**src/rtl/ps2_pkg.sv**
```systemverilog
// Shared constants, decoder state encoding and event layout for the PS/2 key-event path.
package ps2_pkg;

    localparam int unsigned CODE_W = 8;
    localparam int unsigned KEY_W  = CODE_W + 1;
    localparam int unsigned EV_W   = CODE_W + 2;

    localparam logic [CODE_W-1:0] E0      = 8'hE0;
    localparam logic [CODE_W-1:0] E1      = 8'hE1;
    localparam logic [CODE_W-1:0] F0      = 8'hF0;
    localparam logic [CODE_W-1:0] SHIFT_L = 8'h12;
    localparam logic [CODE_W-1:0] SHIFT_R = 8'h59;
    localparam logic [CODE_W-1:0] CAPS    = 8'h58;

    // Bytes following E1 that belong to the Pause sequence
    localparam logic [2:0] SKIP_LEN = 3'd7;

    typedef enum logic [2:0] {
        ST_IDLE,
        ST_EXT,
        ST_BRK,
        ST_EXT_BRK,
        ST_SKIP
    } dec_state_t;

    typedef struct packed {
        logic              brk;
        logic              ext;
        logic [CODE_W-1:0] code;
    } key_event_t;

endpackage

```
**src/rtl/ps2_frame_rx.sv**
```systemverilog
// PS/2 frame receiver: synchronises both lines, debounces ps2c and shifts in
// 11-bit frames on filtered falling edges, flagging bad start/stop/parity.
module ps2_frame_rx
    import ps2_pkg::*;
#(
    parameter int unsigned FILTER_LEN = 8
) (
    input  logic              clk,
    input  logic              reset,
    input  logic              ps2c,
    input  logic              ps2d,
    output logic              byte_valid,
    output logic [CODE_W-1:0] rx_data,
    output logic              frame_err
);

    logic [1:0]            c_sync;
    logic [1:0]            d_sync;
    logic [FILTER_LEN-1:0] filt;
    logic                  level;
    logic [9:0]            shreg;
    logic [3:0]            bit_cnt;
    logic                  fall_c;
    logic                  frame_ok_c;

    assign fall_c     = level && (filt == '0);
    // shreg holds start..parity; the stop bit is taken straight from the line
    assign frame_ok_c = !shreg[0] && d_sync[1] && (^shreg[9:1]);

    always_ff @(posedge clk) begin
        if (reset) begin
            c_sync     <= 2'b11;
            d_sync     <= 2'b11;
            filt       <= '1;
            level      <= 1'b1;
            shreg      <= '0;
            bit_cnt    <= '0;
            byte_valid <= 1'b0;
            rx_data    <= '0;
            frame_err  <= 1'b0;
        end else begin
            c_sync     <= {c_sync[0], ps2c};
            d_sync     <= {d_sync[0], ps2d};
            filt       <= {filt[FILTER_LEN-2:0], c_sync[1]};
            byte_valid <= 1'b0;
            frame_err  <= 1'b0;
            if (&filt) begin
                level <= 1'b1;
            end else if (filt == '0) begin
                level <= 1'b0;
            end
            if (fall_c) begin
                if (bit_cnt == 4'd10) begin
                    bit_cnt <= '0;
                    if (frame_ok_c) begin
                        byte_valid <= 1'b1;
                        rx_data    <= shreg[8:1];
                    end else begin
                        frame_err <= 1'b1;
                    end
                end else begin
                    shreg   <= {d_sync[1], shreg[9:1]};
                    bit_cnt <= bit_cnt + 4'd1;
                end
            end
        end
    end

endmodule

```
**src/rtl/ps2_key_events.sv**
```systemverilog
// PS/2 scan-code set 2 decoder: turns received bytes into make/break events,
// tracks modifier and selected key state, and queues events in a FWFT FIFO.
module ps2_key_events
    import ps2_pkg::*;
#(
    parameter int unsigned               FIFO_DEPTH  = 8,
    parameter int unsigned               FILTER_LEN  = 8,
    parameter int unsigned               NUM_TRACK   = 4,
    parameter logic [NUM_TRACK*KEY_W-1:0] TRACK_CODES = {9'h075, 9'h072, 9'h06B, 9'h074},
    parameter bit                        REPEAT_EN   = 1'b1
) (
    input  logic                 clk,
    input  logic                 reset,
    input  logic                 ps2d,
    input  logic                 ps2c,
    input  logic                 rd_en,
    output logic [EV_W-1:0]      ev_data,
    output logic                 empty,
    output logic                 full,
    output logic                 shift_held,
    output logic                 caps_on,
    output logic [NUM_TRACK-1:0] held,
    output logic                 overflow,
    output logic                 frame_err
);

    localparam int unsigned AW = (FIFO_DEPTH > 1) ? $clog2(FIFO_DEPTH) : 1;
    localparam int unsigned CW = AW + 1;

    logic              rx_valid;
    logic [CODE_W-1:0] rx_data;
    logic              rx_err;

    ps2_frame_rx #(
        .FILTER_LEN(FILTER_LEN)
    ) u_rx (
        .clk       (clk),
        .reset     (reset),
        .ps2c      (ps2c),
        .ps2d      (ps2d),
        .byte_valid(rx_valid),
        .rx_data   (rx_data),
        .frame_err (rx_err)
    );

    dec_state_t           state;
    logic [2:0]           skip_cnt;
    logic                 shift_l;
    logic                 shift_r;
    logic                 caps_held;
    key_event_t           mem [FIFO_DEPTH];
    logic [AW-1:0]        wr_ptr;
    logic [AW-1:0]        rd_ptr;
    logic [CW-1:0]        count;

    logic                 emit_c;
    key_event_t           ev_c;
    logic [NUM_TRACK-1:0] hit_c;
    logic                 suppress_c;
    logic                 push_c;
    logic                 pop_c;
    logic                 wr_c;

    // Event produced by the byte arriving this cycle, given the prefix state
    always_comb begin
        emit_c   = 1'b0;
        ev_c     = '0;
        ev_c.code = rx_data;
        if (rx_valid) begin
            case (state)
                ST_IDLE:    emit_c = !(rx_data inside {E0, F0, E1});
                ST_EXT: begin
                    emit_c   = (rx_data != F0);
                    ev_c.ext = 1'b1;
                end
                ST_BRK: begin
                    emit_c   = 1'b1;
                    ev_c.brk = 1'b1;
                end
                ST_EXT_BRK: begin
                    emit_c   = 1'b1;
                    ev_c.brk = 1'b1;
                    ev_c.ext = 1'b1;
                end
                default:    emit_c = 1'b0;
            endcase
        end
    end

    // Entry 0 is the most significant field of TRACK_CODES
    always_comb begin
        hit_c = '0;
        for (int unsigned i = 0; i < NUM_TRACK; i++) begin
            hit_c[i] = (TRACK_CODES[(NUM_TRACK-1-i)*KEY_W +: KEY_W] == {ev_c.ext, ev_c.code});
        end
    end

    assign suppress_c = !REPEAT_EN && !ev_c.brk && (|(hit_c & held));
    assign push_c     = emit_c && !suppress_c;
    assign pop_c      = rd_en && !empty;
    assign wr_c       = push_c && (!full || pop_c);

    assign empty      = (count == '0);
    assign full       = (count == CW'(FIFO_DEPTH));
    assign shift_held = shift_l | shift_r;
    assign ev_data    = empty ? '0 : mem[rd_ptr];

    always_ff @(posedge clk) begin
        if (reset) begin
            state     <= ST_IDLE;
            skip_cnt  <= '0;
            held      <= '0;
            shift_l   <= 1'b0;
            shift_r   <= 1'b0;
            caps_held <= 1'b0;
            caps_on   <= 1'b0;
            overflow  <= 1'b0;
            frame_err <= 1'b0;
            wr_ptr    <= '0;
            rd_ptr    <= '0;
            count     <= '0;
        end else begin
            if (rx_err) begin
                frame_err <= 1'b1;
            end

            if (rx_valid) begin
                case (state)
                    ST_IDLE: begin
                        if (rx_data == E0) begin
                            state <= ST_EXT;
                        end else if (rx_data == F0) begin
                            state <= ST_BRK;
                        end else if (rx_data == E1) begin
                            state    <= ST_SKIP;
                            skip_cnt <= SKIP_LEN;
                        end
                    end
                    ST_EXT:     state <= (rx_data == F0) ? ST_EXT_BRK : ST_IDLE;
                    ST_BRK,
                    ST_EXT_BRK: state <= ST_IDLE;
                    ST_SKIP: begin
                        skip_cnt <= skip_cnt - 3'd1;
                        if (skip_cnt <= 3'd1) begin
                            state <= ST_IDLE;
                        end
                    end
                    default:    state <= ST_IDLE;
                endcase
            end

            // Key state follows the keyboard even when the queue drops the event
            if (push_c) begin
                for (int unsigned i = 0; i < NUM_TRACK; i++) begin
                    if (hit_c[i]) begin
                        held[i] <= !ev_c.brk;
                    end
                end
                if (!ev_c.ext && ev_c.code == SHIFT_L) begin
                    shift_l <= !ev_c.brk;
                end
                if (!ev_c.ext && ev_c.code == SHIFT_R) begin
                    shift_r <= !ev_c.brk;
                end
                if (!ev_c.ext && ev_c.code == CAPS) begin
                    if (!ev_c.brk && !caps_held) begin
                        caps_on <= !caps_on;
                    end
                    caps_held <= !ev_c.brk;
                end
            end

            if (push_c && full && !rd_en) begin
                overflow <= 1'b1;
            end
            if (wr_c) begin
                wr_ptr <= wr_ptr + AW'(1);
            end
            if (pop_c) begin
                rd_ptr <= rd_ptr + AW'(1);
            end
            if (wr_c && !pop_c) begin
                count <= count + CW'(1);
            end else if (!wr_c && pop_c) begin
                count <= count - CW'(1);
            end
        end
    end

    always_ff @(posedge clk) begin
        if (wr_c) begin
            mem[wr_ptr] <= ev_c;
        end
    end

endmodule

```
**config.mk**
```make
export PLATFORM = sky130hd
export DESIGN_NAME = ps2_key_events
export DESIGN_NICKNAME = d
export VERILOG_FILES = /design/src/rtl/ps2_pkg.sv /design/src/rtl/ps2_frame_rx.sv /design/src/rtl/ps2_key_events.sv
export SDC_FILE = /design/constraint.sdc
export NUM_CORES = 1
export LEC_CHECK = 0
export CAP_MARGIN = 20
export CORE_UTILIZATION = 31
export CTS_CLUSTER_SIZE = 20
export DETAILED_ROUTE_END_ITERATION = 10
export PLACE_DENSITY = 0.51
export SETUP_SLACK_MARGIN = 0.3
export SLEW_MARGIN = 30
export SYNTH_ARGS = -nofsm -noshare
export SYNTH_HDL_FRONTEND = slang
export SYNTH_SLANG_ARGS = --single-unit
```
**constraint.sdc**
```tcl
create_clock -name clk -period 3.55 [get_ports clk]
set_input_delay 0.8875 -clock clk [delete_from_list [all_inputs] [get_ports clk]]
set_output_delay 0.8875 -clock clk [all_outputs]
set_load 0.02 [all_outputs]
```
**Word level (Yosys, flattened, before mapping)**

Memory sizes are Yosys's and may differ from the RTL's. A register that Yosys moved wholly into a read port is not among the register bits.
Index checks and enable logic that the tools add are counted.

- Flip-flop bits (word level): 63
- Memory bits (writable): 80
- Output and inout port bits: 20
- Memories: 1

- $add $sub $neg: 6
- Magnitude comparators: 1
- Equal/unequal tests: 22
- Mux-type cells: 25
- Bitwise gates (word level): 3
- Reductions and logical operators: 49

Memories:

| memory | words | width | read ports | clocked after memory_dff | write ports | line | source |
|---|---|---|---|---|---|---|---|
| mem | 8 | 10 | 1 | 1 | 1 | ps2_key_events.sv:51 | `key_event_t mem [FIFO_DEPTH];` |

Operator list:

| cell | count |
|---|---|
| equality test 7 x 9 -> 1 bit (first input constant) | 4 |
| two-way mux 3 bit | 9 |
| equality test 8 bit (second input constant) | 3 |
| equality test 8 x 7 -> 1 bit (second input constant) | 2 |
| AND reduction 2 bit | 8 |
| logical AND 1 bit | 13 |
| two-way mux 4 bit | 3 |
| zero test 1 bit | 11 |
| two-way mux 10 bit | 1 |
| one-hot mux 3 bit (3 select lines) | 1 |
| AND reduction 3 bit | 3 |
| XOR reduction 9 bit | 1 |
| adder 4 x 1 -> 4 bit (second input constant) | 2 |
| equality test 4 bit (second input constant) | 2 |
| equality test 8 x 5 -> 1 bit (second input constant) | 1 |
| zero test 8 bit | 1 |
| != test 2 bit (second input constant) | 4 |
| != test 8 bit (second input constant) | 1 |
| AND reduction 8 bit | 1 |
| two-way mux 1 bit | 7 |
| adder 3 x 1 -> 3 bit (second input constant) | 2 |
| equality test 3 x 2 -> 1 bit (second input constant) | 2 |
| one-hot mux 3 bit (2 select lines) | 1 |
| OR reduction 2 bit | 3 |
| 17 further kinds | 20 |

**Depth between registers and ports, before layout**

Gate-level depths: netlist of the first run.

- Depth in word-level cells: 10
- Mapped depth: 12
- Depth with buffers taken out: 11

**By module**

Synthesis of the first run repeated with hierarchy kept, for this count alone.

- Cell total of the unflattened synthesis: 465
- Area, all modules: 6,172.2 µm²

Modules (own cells, without submodules):

| module | instances | cells an instance | area each (µm²) | seq. area each (µm²) |
|---|---|---|---|---|
| ps2_key_events | 1 | 320 | 4,734.5 | 2,982.9 |
| ps2_frame_rx | 1 | 145 | 1,437.6 | 740.7 |

**Least setup slack after synthesis of the first run**

OpenSTA, ideal clock, no wires.

- Path type: input to register
- From: in rd_en
- To: reg count[3]
- Library setup time: 70 ps
- Data arrival time: 2,563 ps
- Required time: 3,480 ps
- Slack: 917 ps
- Stages: 10
- Path buffers: 0
- Cell sequence: o21ai_1 -> a21oi_2 -> ha_1 -> inv_1 -> ha_1 -> a21o_1 -> a21oi_1 -> xnor2_1 -> or3_1 -> a21oi_1

- Longest elaborated chain between the ends: 6
- Elaborated cells on any way between the ends: 9
- Classes of those cells: mux: 1; reduce/logical: 8

Ends and longest elaborated chain:

| what | line | source |
|---|---|---|
| start, declared | ps2_key_events.sv:16 | `input logic rd_en,` |
| logical AND 1 bit * | ps2_key_events.sv:100 | `assign pop_c = rd_en && !empty;` |
| logical OR 1 bit * | ps2_key_events.sv:101 | `assign wr_c = push_c && (!full \|\| pop_c);` |
| logical AND 1 bit * | ps2_key_events.sv:101 |  |
| net wr_c | ps2_key_events.sv:62 | `logic wr_c;` |
| zero test 1 bit | ps2_key_events.sv:184 | `end else if (!wr_c && pop_c) begin` |
| logical AND 1 bit | ps2_key_events.sv:184 |  |
| nonzero test 2 bit (no source line) | n/a |  |
| end signal, assigned | ps2_key_events.sv:183 | `count <= count + CW'(1);` |
| end signal, assigned | ps2_key_events.sv:185 | `count <= count - CW'(1);` |
| end, declared | ps2_key_events.sv:54 | `logic [CW-1:0] count;` |

The timed path passes the listed nets; every way through them passes the cells marked *.
A chain may end at the register's enable or synchronous reset.

==> results of run 1 <==
==> layout make-up <==
type | count | area [µm²] | area share
inverter | 8 | 30.0 | 0.00415
clock inverter | 15 | 184 | 0.0254
timing repair buffer | 45 | 442 | 0.0611
clock buffer | 17 | 425 | 0.0588
tap | 234 | 293 | 0.0405
sequential | 146 | 3730 | 0.515
multi-input combinational | 272 | 2130 | 0.295
==> flip-flops by register name, summed over array words and instances, names as in the netlist, named ones only <==
| name | count |
|---|---|
| mem | 80 |
| u_rx.shreg | 10 |
| u_rx.filt | 8 |
| u_rx.rx_data | 8 |
| count | 4 |
| held | 4 |
| u_rx.bit_cnt | 4 |
| rd_ptr | 3 |
| skip_cnt | 3 |
| state | 3 |
| wr_ptr | 3 |
| u_rx.c_sync | 2 |
| u_rx.d_sync | 2 |
| caps_held | 1 |
| caps_on | 1 |
| frame_err | 1 |
| overflow | 1 |
| shift_l | 1 |
| shift_r | 1 |
| u_rx.byte_valid | 1 |
| u_rx.frame_err | 1 |
| u_rx.level | 1 |
==> power groups by stage <==
stage / clock network, µW / registers (µW) / logic, µW
floorplan: 0 / 1870 / 667
finish: 1800 / 1870 / 1040
global route: 1930 / 1870 / 1130
global placement: 0 / 1900 / 1060
detailed placement: 0 / 1900 / 1060
CTS: 1850 / 1860 / 1050
==> per-layer routing <==
| metal | wire, µm | part of all wire |
|---|---|---|
| met5 | 0 | 0 |
| met1 | 5750 | 0.47 |
| met4 | 102 | 0.0083 |
| met3 | 354 | 0.029 |
| met2 | 6030 | 0.49 |
==> cell families after synthesis <==
group / Yosys count
AO/OA/AOI/OAI: 53
buffers and inverters: 28
adder cells (fa/ha/maj): 8
flip-flops: 146
XOR/XNOR: 16
multiplexers: 48
AND/OR/NAND/NOR: 147
==> per-stage QoR <==
step | std cells | total power, µW
floorplan | 446 | 2540
global placement | 704 | 2950
detailed placement | 704 | 2950
CTS | 736 | 4760
global route | 737 | 4940
finish | 737 | 4710
==> repair_timing <==
action                     CTS  global route
gates cloned                 0             1
setup endpoints to repair    9             9
gates resized for setup      2             9
hold buffers                 0             0
==> cells in the final DEF, fill, tap and decap left out, drive strengths merged, types with 5 or more instances in the layout <==
cell,instances
edfxtp,80
nor3b,6
dfxtp,66
nand4,16
xor2,6
nor2,61
a21oi,26
buf,21
nand2,10
nor2b,9
mux2i,28
ha,7
o21ai,14
nor4,5
dlymetal6s2s,8
xnor2,9
or2,13
mux4,20
inv,17
clkdlybuf4s50,14
clkbuf,18
==> worst max-delay path, delay by kind of cell (launching register included) <==
kind,cells,cell delay (ps)
buffers and inverters,2,740
multiplexers,2,640
flip-flops,1,400
AND/OR/NAND/NOR,1,50
==> worst paths after layout <==
kind / startpoint / end / depth (start not counted)
hold reg to reg: u_rx.c_sync[1] / u_rx.filt[0] / 1
setup / recovery: flip-flop / ev_data[2] / 5
hold / removal: u_rx.c_sync[1] / u_rx.filt[0] / 1
setup reg to reg: u_rx.rx_data[2] / count[3] / 11
==> impl_metrics.csv, run 1 <==
group,metric,value,unit
timing,whs,416,ps
timing,rsz0062_at_grt,"false",
grt,grt-busiest-layer,"met2",
grt,gr-usage-met2,0.219,
synthesis,synth_simple_gate_area_share,0.132,
timing,min_period,3130,ps
synthesis,synth.area.top_cells,"edfxtp_1 40%, dfxtp_1 22%, mux4_2 7.6%, mux2i_1 4.7%, nor2_1 3.8%",
layout,synthToLayoutAreaGrowth,21.3,%
synthesis,yosys.cell_types.count,51,
routing,detailedRoute.firstPassIterationCount,4,
routing,finalWirelength,12200,µm
floorplanning,floorplan.initialDensity,0.318,
cts,worstSkewPairLatency,420,ps
cts,htree_num_levels,4,
synthesis,yosysWarningCount,0,
job,max_cap_violations,0,
worst_setup_path,ff2ff_setup_slack,660,ps
layout,final_nets,503,
cts,cts-root-buf,"clkbuf_16",
routing,viasPerCell,4.87,
power,total_leakage_power,0.00266,µW
worst_setup_path,worst_setup_path_start_kind,"flip-flop",
worst_setup_path,cp_data_required_time,2660,ps
worst_setup_path,crit_path_top_delay_cell,"clkdlybuf4s50_1",
worst_setup_path,timing.critical_path.slowest_cell_delay,530,ps
hold_path,hp-class,"flip-flop to flip-flop",
synthesis,synth.mux.area_fraction,0.123,
grt,grt_antenna_before_repair,0,
worst_setup_path,nature_of_the_critical_path_endpoint,"output pin",
worst_setup_path,worst-path-max-fanout,10,
synthesis,post_synth_xor_area_fraction,0.0317,
synthesis,mean_post_synth_cell_area,13.4,µm²
place,place.port_buffers,24,
timing,setup_tns,0,ps
layout,layout.filler_cells,1784,
cts,cts_setup_buffers,0,
timing,setup_viol_count_final,0,
timing,finalHoldViolations,0,
synthesis,mappedNetlistNets,459,
synthesis,synth_top_cell_area_share,0.403,
power,vdd.ir_drop.worst,0.414,mV
floorplanning,die_x,141,µm
grt,gr-total-overflow,0,
grt,pin_count_of_the_biggest_net_entering_global_routing,45,
power,power.sequential.fraction,0.396,
worst_setup_path,timing.critical_path.arrival,2250,ps
layout,insertedDiodeCount,0,
layout,final_design_area_no_fill,7230,µm²
synthesis,syn_inst,446,
routing,drtIter0Drc,202,
power,netSwitchingPower,1360,µW
floorplanning,die_height,141,µm
cts,cts_made_buffers,17,
place,detailed_place.area,6580,µm²
place,final_weighted_congestion_of_routability_driven_global_placement,0.759,
routing,remaining_antenna_violation_count,0,
outcome,run_status,"finished, final reports clean",
grt,gr-usage-met1,0.170,
synthesis,async_reset_ff_frac,0,
synthesis,synth-edff-count,80,
floorplanning,io-pin-count,25,
power,cellPowerDensity,651,nW/µm²
synthesis,synth_seq_area_share,0.624,
power,power.combinational.fraction,0.221,
routing,detailroute.via_count,3592,
worst_setup_path,timing.critical_path.cells,"clkbuf_16 -> mux4_2 -> mux2i_1 -> nor2_1 -> clkdlybuf4s50_1",
synthesis,synth-seq-cells,146,
power,power.share.switching,0.289,
synthesis,synth-compound-area-share,0.0522,
synthesis,synthFlopType,"edfxtp_1",
timing,timing.clock.skew,12.8,ps
power,power_report.internal_total,3350,µW
place,hpwl,8090,µm
synthesis,synth_top_family_by_area,"simple AND/OR/NAND/NOR gates",
timing,max_freq,319,MHz
layout,post_route_cells_drive_above_1_share,0.197,
cts,clock-sinks,146,
floorplanning,die_area,19800,µm²
cts,tritoncts,"done",
synthesis,synth-adder-area-share,0.0180,
timing,setup_slack_of_the_critical_path_after_layout,417,ps
floorplanning,coreArea,18800,µm²
timing,slew_violations,0,
floorplanning,num_rows,50,
timing,fraction_of_the_cycle_the_final_worst_path_needs,0.883,
cts,cts.reportedPaths.clkPinSlew,70,ps
synthesis,yosysMostFrequentCell,"edfxtp_1",
timing,max-slew-margin-rel,0.470,
grt,grt_pass1_vias,3698,
place,place_ws,314,ps
synthesis,synth_area,5960,µm²
grt,track_usage,0.132,
routing,wl_per_cell,16.6,µm
synthesis,netlist_top_cells_count,"80 x edfxtp_1, 66 x dfxtp_1, 61 x nor2_1, 28 x mux2i_1, 25 x a21oi_1",
grt,grt_pass1_wl,19800,µm
cts,cts-root-to-sink-buffers,2,
worst_setup_path,timing.setup.critical_path_class,"flip-flop to output pin",
layout,final_util,0.385,
routing,detail_route.drc_violations,0,
timing,max_slew.worst_pin.slew,793,ps
synthesis,synth_area_leader_cell,"edfxtp_1",
grt,met3_usage,0.0346,
power,pwr-share-clk,0.383,
Power figures use the tool's default switching activity.
==> run 2: changes to the inputs <==
==> constraint.sdc (replaced) <==
create_clock -name clk -period 3 [get_ports clk]
set_input_delay 0.75 -clock clk [delete_from_list [all_inputs] [get_ports clk]]
set_output_delay 0.75 -clock clk [all_outputs]
set_load 0.02 [all_outputs]
==> impl_metrics.csv, run 2 (synthesis results as in run 1) <==
group,metric,value,unit
outcome,run_status,"finished, final reports clean",
layout,post_route_cells_drive_above_1_share,0.253,
hold_path,hp-class,"flip-flop to flip-flop",
timing,setup_tns,0,ps
layout,final_cell_mix,"80 x edfxtp_1, 63 x dfxtp_1, 61 x nor2_1",
cts,cts-root-to-sink-buffers,2,
worst_setup_path,worst_setup_path_start_kind,"flip-flop",
worst_setup_path,cp_top_family,"multiplexers",
timing,max-slew-margin-rel,0.492,
floorplanning,die_x,141,µm
timing,max_freq,361,MHz
cts,worstSkewPairLatency,430,ps
place,place.port_buffers,24,
cts,cts_hold_buffers,0,
worst_setup_path,timing.critical_path.cells,"buf_12 -> buf_16 -> buf_6 -> mux4_2 -> mux2i_1 -> nor2_1 -> buf_4",
layout,final_nets,521,
layout,multi_input_area,2150,µm²
worst_setup_path,timing.critical_path.arrival,2020,ps
layout,top_register,"mem",
grt,grt_antenna_before_repair,0,
grt,pin_count_of_the_biggest_net_entering_global_routing,36,
worst_setup_path,cp_data_required_time,2250,ps
layout,layout.filler_cells,1772,
routing,drtIter0Drc,294,
grt,gr-total-overflow,0,
grt,grt_pass1_wl,20600,µm
grt,track_usage,0.141,
layout,insertedDiodeCount,0,
timing,min_period,2770,ps
layout,biggestRegsByFlops,"mem (80), u_rx.shreg (10)",
floorplanning,io-pin-count,25,
routing,detailedRoute.firstPassIterationCount,4,
timing,finalHoldViolations,0,
cts,clock-sinks,146,
floorplanning,die_area,19800,µm²
cts,cts_made_buffers,17,
floorplanning,die_height,141,µm
routing,detail_route.drc_violations,0,
timing,max_slew.worst_pin.slew,759,ps
routing,detailroute.via_count,3753,
routing,remaining_antenna_violation_count,0,
layout,synthToLayoutAreaGrowth,25.2,%
floorplanning,coreArea,18800,µm²
power,cellPowerDensity,806,nW/µm²
cts,tritoncts,"done",
worst_setup_path,timing.setup.critical_path_class,"flip-flop to output pin",
worst_setup_path,worst_path_bufs_invs,4,
routing,finalWirelength,13000,µm
power,total_leakage_power,0.00271,µW
layout,commonest_non_fill_non_tap_cell_in_the_layout,"edfxtp_1",
layout,largest_register_ffs,80,
worst_setup_path,crit_path_top_delay_cell,"mux4_2",
cts,cts-root-buf,"clkbuf_16",
timing,rsz0062_at_grt,"true",
worst_setup_path,worst-path-max-fanout,5,
cts,cts.reportedPaths.clkPinSlew,60,ps
grt,grt_pass1_vias,3743,
place,final_weighted_congestion_of_routability_driven_global_placement,0.724,
place,hpwl,8200,µm
routing,viasPerCell,4.97,
floorplanning,num_rows,50,
job,max_cap_violations,0,
routing,wl_per_cell,17.3,µm
cts,htree_num_levels,4,
power,post-layout-total-power,6010,µW
layout,final_util,0.398,
power,vdd.ir_drop.worst,0.459,mV
timing,setup_viol_count_final,0,
worst_setup_path,timing.critical_path.slowest_cell_delay,470,ps
worst_setup_path,nature_of_the_critical_path_endpoint,"output pin",
floorplanning,floorplan.initialDensity,0.318,
timing,fraction_of_the_cycle_the_final_worst_path_needs,0.922,
layout,regArea,3730,µm²
timing,timing.clock.skew,14.1,ps
timing,slew_violations,0,
==> run 2: cell types whose count changed in the layout (fill, tap and decap cells not counted), sizes merged <==
cell | before | now
clkinv | 4 | 6
dlymetal6s2s | 8 | 0
bufinv | 1 | 5
clkinvlp | 1 | 0
clkbuf | 18 | 21
buf | 21 | 47
dlygate4sd2 | 1 | 2
clkdlybuf4s50 | 14 | 11
inv | 17 | 11
==> run 2: path summary, 6_finish.rpt <==
check	start	endpoint	slack, ps	cells after the start
max	flip-flop	ev_data[6]	230	7
min	u_rx.c_sync[1]	u_rx.filt[0]	420	1
max reg2reg	count[0]	count[3]	430	11
min reg2reg	u_rx.c_sync[1]	u_rx.filt[0]	420	1
==> run 2: metal layers <==
metal,up-vias,routed length [µm],GRT usage
li1,1785,-,-
met3,14,437,0.0374
met5,-,0,0
met4,0,151,0.0566
met1,1899,5980,0.175
met2,55,6470,0.235
==> run 2: layout make-up <==
type | count | area share
Clock inverter | 14 | 0.0305
Sequential cell | 146 | 0.500
Tap cell | 234 | 0.0392
Inverter | 8 | 0.00402
Multi-Input combinational cell | 272 | 0.288
Timing Repair Buffer | 63 | 0.0810
Clock buffer | 18 | 0.0575
==> run 2: what timing repair did <==
item / 4_1_cts / 5_1_grt
gates cloned: 2 / 1
pin swaps: 0 / 2
endpoints found under the setup margin: 13 / 11
setup buffers: 5 / 2
resized for setup: 36 / 18
==> run 2: stage by stage <==
step                      area [µm²]  setup WS, ps  cells  hold WS (ps)
after CTS                       7410           122    752           422
final                           7460           233    755           420
after floorplan                 5960           400    446           389
after global placement          6660          48.1    713           399
after detailed placement        6660         -22.5    713           396
after global routing            7460           133    755           442
==> run 2: report_power, final <==
group | internal, µW | leakage, µW | switching (µW)
clock | 1490 | 0.000321 | 861
combinational | 747 | 0.00109 | 698
sequential | 2140 | 0.00130 | 72.3
total | 4380 | 0.00271 | 1630
==> run 2: worst register-to-register path, delay by kind of cell, from the launching register on <==
kind / cells / cell delay (ps)
compound gates: 5 / 670
xor+xnor: 1 / 80
fa+ha+maj: 2 / 430
buf+inv: 1 / 90
flops: 1 / 360
simple gates: 2 / 880
==> run 3: changes to the inputs <==
--- a/config.mk
+++ b/config.mk
@@ -5,6 +5,7 @@
 export SDC_FILE = /design/constraint.sdc
 export NUM_CORES = 1
 export LEC_CHECK = 0
+export ABC_AREA = 1
 export CAP_MARGIN = 20
 export CORE_UTILIZATION = 31
 export CTS_CLUSTER_SIZE = 20
==> impl_metrics.csv, run 3 <==
group,metric,value,unit
outcome,run_status,"finished, final reports clean",
synthesis,netlist_top_cells_count,"114 x nor2_1, 89 x nand2_1, 80 x edfxtp_1, 66 x dfxtp_1, 65 x o21ai_0",
hold_path,hold_path_depth,1,
timing,fraction_of_the_cycle_the_final_worst_path_needs,0.855,
layout,post_route_insts_no_fill,989,
worst_setup_path,timing.critical_path.arrival,1810,ps
layout,final_util,0.389,
floorplanning,num_rows,51,
layout,commonest_non_fill_non_tap_cell_in_the_layout,"nor2_1",
synthesis,mean_post_synth_cell_area,9.55,µm²
routing,finalWirelength,14000,µm
synthesis,synth-edff-count,80,
floorplanning,coreArea,19700,µm²
worst_setup_path,worst-r2r-cell-count,20,
synthesis,synth_area,6270,µm²
worst_setup_path,crit_path_top_delay_cell,"clkdlybuf4s50_1",
cts,worstSkewPairLatency,420,ps
layout,post_route_cells_drive_above_1_share,0.198,
grt,grt_pass1_vias,4510,
layout,layout.filler_cells,1980,
power,total_leakage_power,0.00309,µW
cts,clock-sinks,146,
synthesis,async_reset_ff_frac,0,
worst_setup_path,reg_to_reg_critical_path_startpoint,"u_rx.rx_data[6]",
synthesis,synth_top_cell_area_share,0.383,
synthesis,synth_seq_area_share,0.594,
place,place.port_buffers,24,
routing,remaining_antenna_violation_count,0,
cts,cts_hold_buffers,0,
floorplanning,die_height,144,µm
layout,regArea,3750,µm²
timing,rsz0062_at_grt,"true",
layout,top_register,"mem",
power,vdd.ir_drop.worst,0.390,mV
worst_setup_path,critical_path.reg2reg.endpoint,"count[3]",
timing,min_period,2560,ps
worst_setup_path,cp_data_required_time,2250,ps
layout,final_nets,725,
floorplanning,io-pin-count,25,
timing,timing.clock.skew,12.3,ps
worst_setup_path,timing.setup.critical_path_class,"flip-flop to output pin",
timing,setup_slack_of_the_critical_path_after_layout,436,ps
timing,max_freq,390,MHz
layout,insertedDiodeCount,0,
worst_setup_path,worst-path-max-fanout,4,
place,final_weighted_congestion_of_routability_driven_global_placement,0.770,
floorplanning,die_x,144,µm
synthesis,yosysWarningCount,0,
hold_path,hold_start,"u_rx.d_sync[0]",
timing,max-slew-margin-rel,0.584,
layout,biggestRegsByFlops,"mem (80), u_rx.shreg (10)",
layout,final_cell_mix,"113 x nor2_1, 89 x nand2_1, 80 x edfxtp_1",
routing,viasPerCell,4.63,
layout,synthToLayoutAreaGrowth,21.9,%
timing,finalHoldViolations,0,
synthesis,yosys.cell_types.count,43,
grt,grt_pass1_wl,22600,µm
grt,pin_count_of_the_biggest_net_entering_global_routing,37,
power,cellPowerDensity,754,nW/µm²
worst_setup_path,timing.critical_path.slowest_cell_delay,660,ps
grt,grt_antenna_before_repair,0,
synthesis,synth_area_leader_cell,"edfxtp_1",
routing,drtIter0Drc,300,
worst_setup_path,worst_setup_path_start_kind,"flip-flop",
cts,cts.reportedPaths.clkPinSlew,60,ps
synthesis,synthFlopType,"edfxtp_1",
routing,detail_route.drc_violations,0,
place,dp_cells,951,
synthesis,mappedNetlistNets,669,
place,place_ws,8.92,ps
place,hpwl,9330,µm
synthesis,synth-seq-cells,146,
timing,whs,412,ps
routing,detailroute.via_count,4579,
floorplanning,die_area,20800,µm²
synthesis,syn_inst,656,
job,max_cap_violations,0,
timing,setup_tns,0,ps
worst_setup_path,ff2ff_setup_slack,450,ps
floorplanning,floorplan.initialDensity,0.319,
routing,detailedRoute.firstPassIterationCount,4,
worst_setup_path,nature_of_the_critical_path_endpoint,"output pin",
layout,multi_input_area,2230,µm²
routing,wl_per_cell,14.1,µm
cts,cts-root-buf,"clkbuf_16",
grt,track_usage,0.144,
timing,setup_viol_count_final,0,
timing,slew_violations,0,
synthesis,yosysMostFrequentCell,"nor2_1",
hold_path,min_delay_worst_endpoint,"u_rx.d_sync[1]",
cts,htree_num_levels,4,
cts,cts_made_buffers,17,
hold_path,hp-class,"flip-flop to flip-flop",
cts,cts-root-to-sink-buffers,2,
worst_setup_path,timing.critical_path.cells,"nor2_1 -> inv_1 -> nor3_1 -> clkdlybuf4s50_1",
synthesis,synth.area.top_cells,"edfxtp_1 38%, dfxtp_1 21%, nor2_1 6.8%, nand2_1 5.3%, o21ai_0 5.2%",
timing,max_slew.worst_pin.slew,623,ps
cts,tritoncts,"done",
grt,gr-total-overflow,0,
layout,largest_register_ffs,80,
run 3: cell count changes after synthesis, sizes merged, moves of 18 or more:
cell	delta
inv	+50
nand3	+18
o21ai	+54
nand2	+95
mux4	-20
nor2	+65
mux2i	-28
run 3: logic make-up (layout without fill, tap and decap cells):
kind of cell	after synthesis	count (layout)	synth area share
xor+xnor	8	8	0.0112
fa+ha+maj	8	8	0.0172
simple gates	283	283	0.212
compound gates	128	128	0.113
flops	146	146	0.594
buf+inv	83	151	0.0525
run 3: worst max-delay path by stage:
stage               from         end  slack (ps)
2_1_floorplan   count[0]    count[3]         350
3_3_place_gp       rd_en    count[3]          80
3_5_place_dp       rd_en    count[3]           9
4_1_cts        flip-flop  ev_data[1]         260
5_1_grt         state[0]    count[3]         190
6_report        count[0]        full         440
run 3: critical path: cells and delay by family, from the launching register on:
family | cells | cell delay [ps]
and+or+nand+nor | 2 | 320
DFF | 1 | 340
buffers and inverters | 2 | 740
run 3: per-stage QoR:
stage / cell area [µm²] / total power (µW)
finish: 7640 / 5760
global route: 7640 / 6070
CTS: 7580 / 5750
detailed placement: 6950 / 3590
global placement: 6950 / 3590
floorplan: 6270 / 3070
run 3: routing by layer:
layer / routed length (µm) / vias up / track usage
li1: - / 2325 / -
met1: 6750 / 2200 / 0.176
met2: 6850 / 49 / 0.247
met3: 315 / 5 / 0.0361
met4: 69 / 0 / 0.0476
met5: 0 / - / 0
run 3: repair_timing:
action | 4_1_cts | 5_1_grt
pin swaps | 0 | 1
setup buffers | 0 | 7
gates resized for setup | 45 | 32
setup endpoints to repair | 12 | 11
run 3: layout make-up:
class | count | area share
tap | 265 | 0.0434
clock inverter | 11 | 0.0200
clock buffer | 20 | 0.0571
timing repair buffer | 60 | 0.0660
inverter | 60 | 0.0305
multi-input combinational | 427 | 0.292
sequential | 146 | 0.491
run 3: power breakdown:
part / switching, µW / leakage [µW] / internal, µW
registers: 73.7 / 0.00147 / 2150
logic: 841 / 0.00134 / 558
clock network: 825 / 0.000278 / 1310
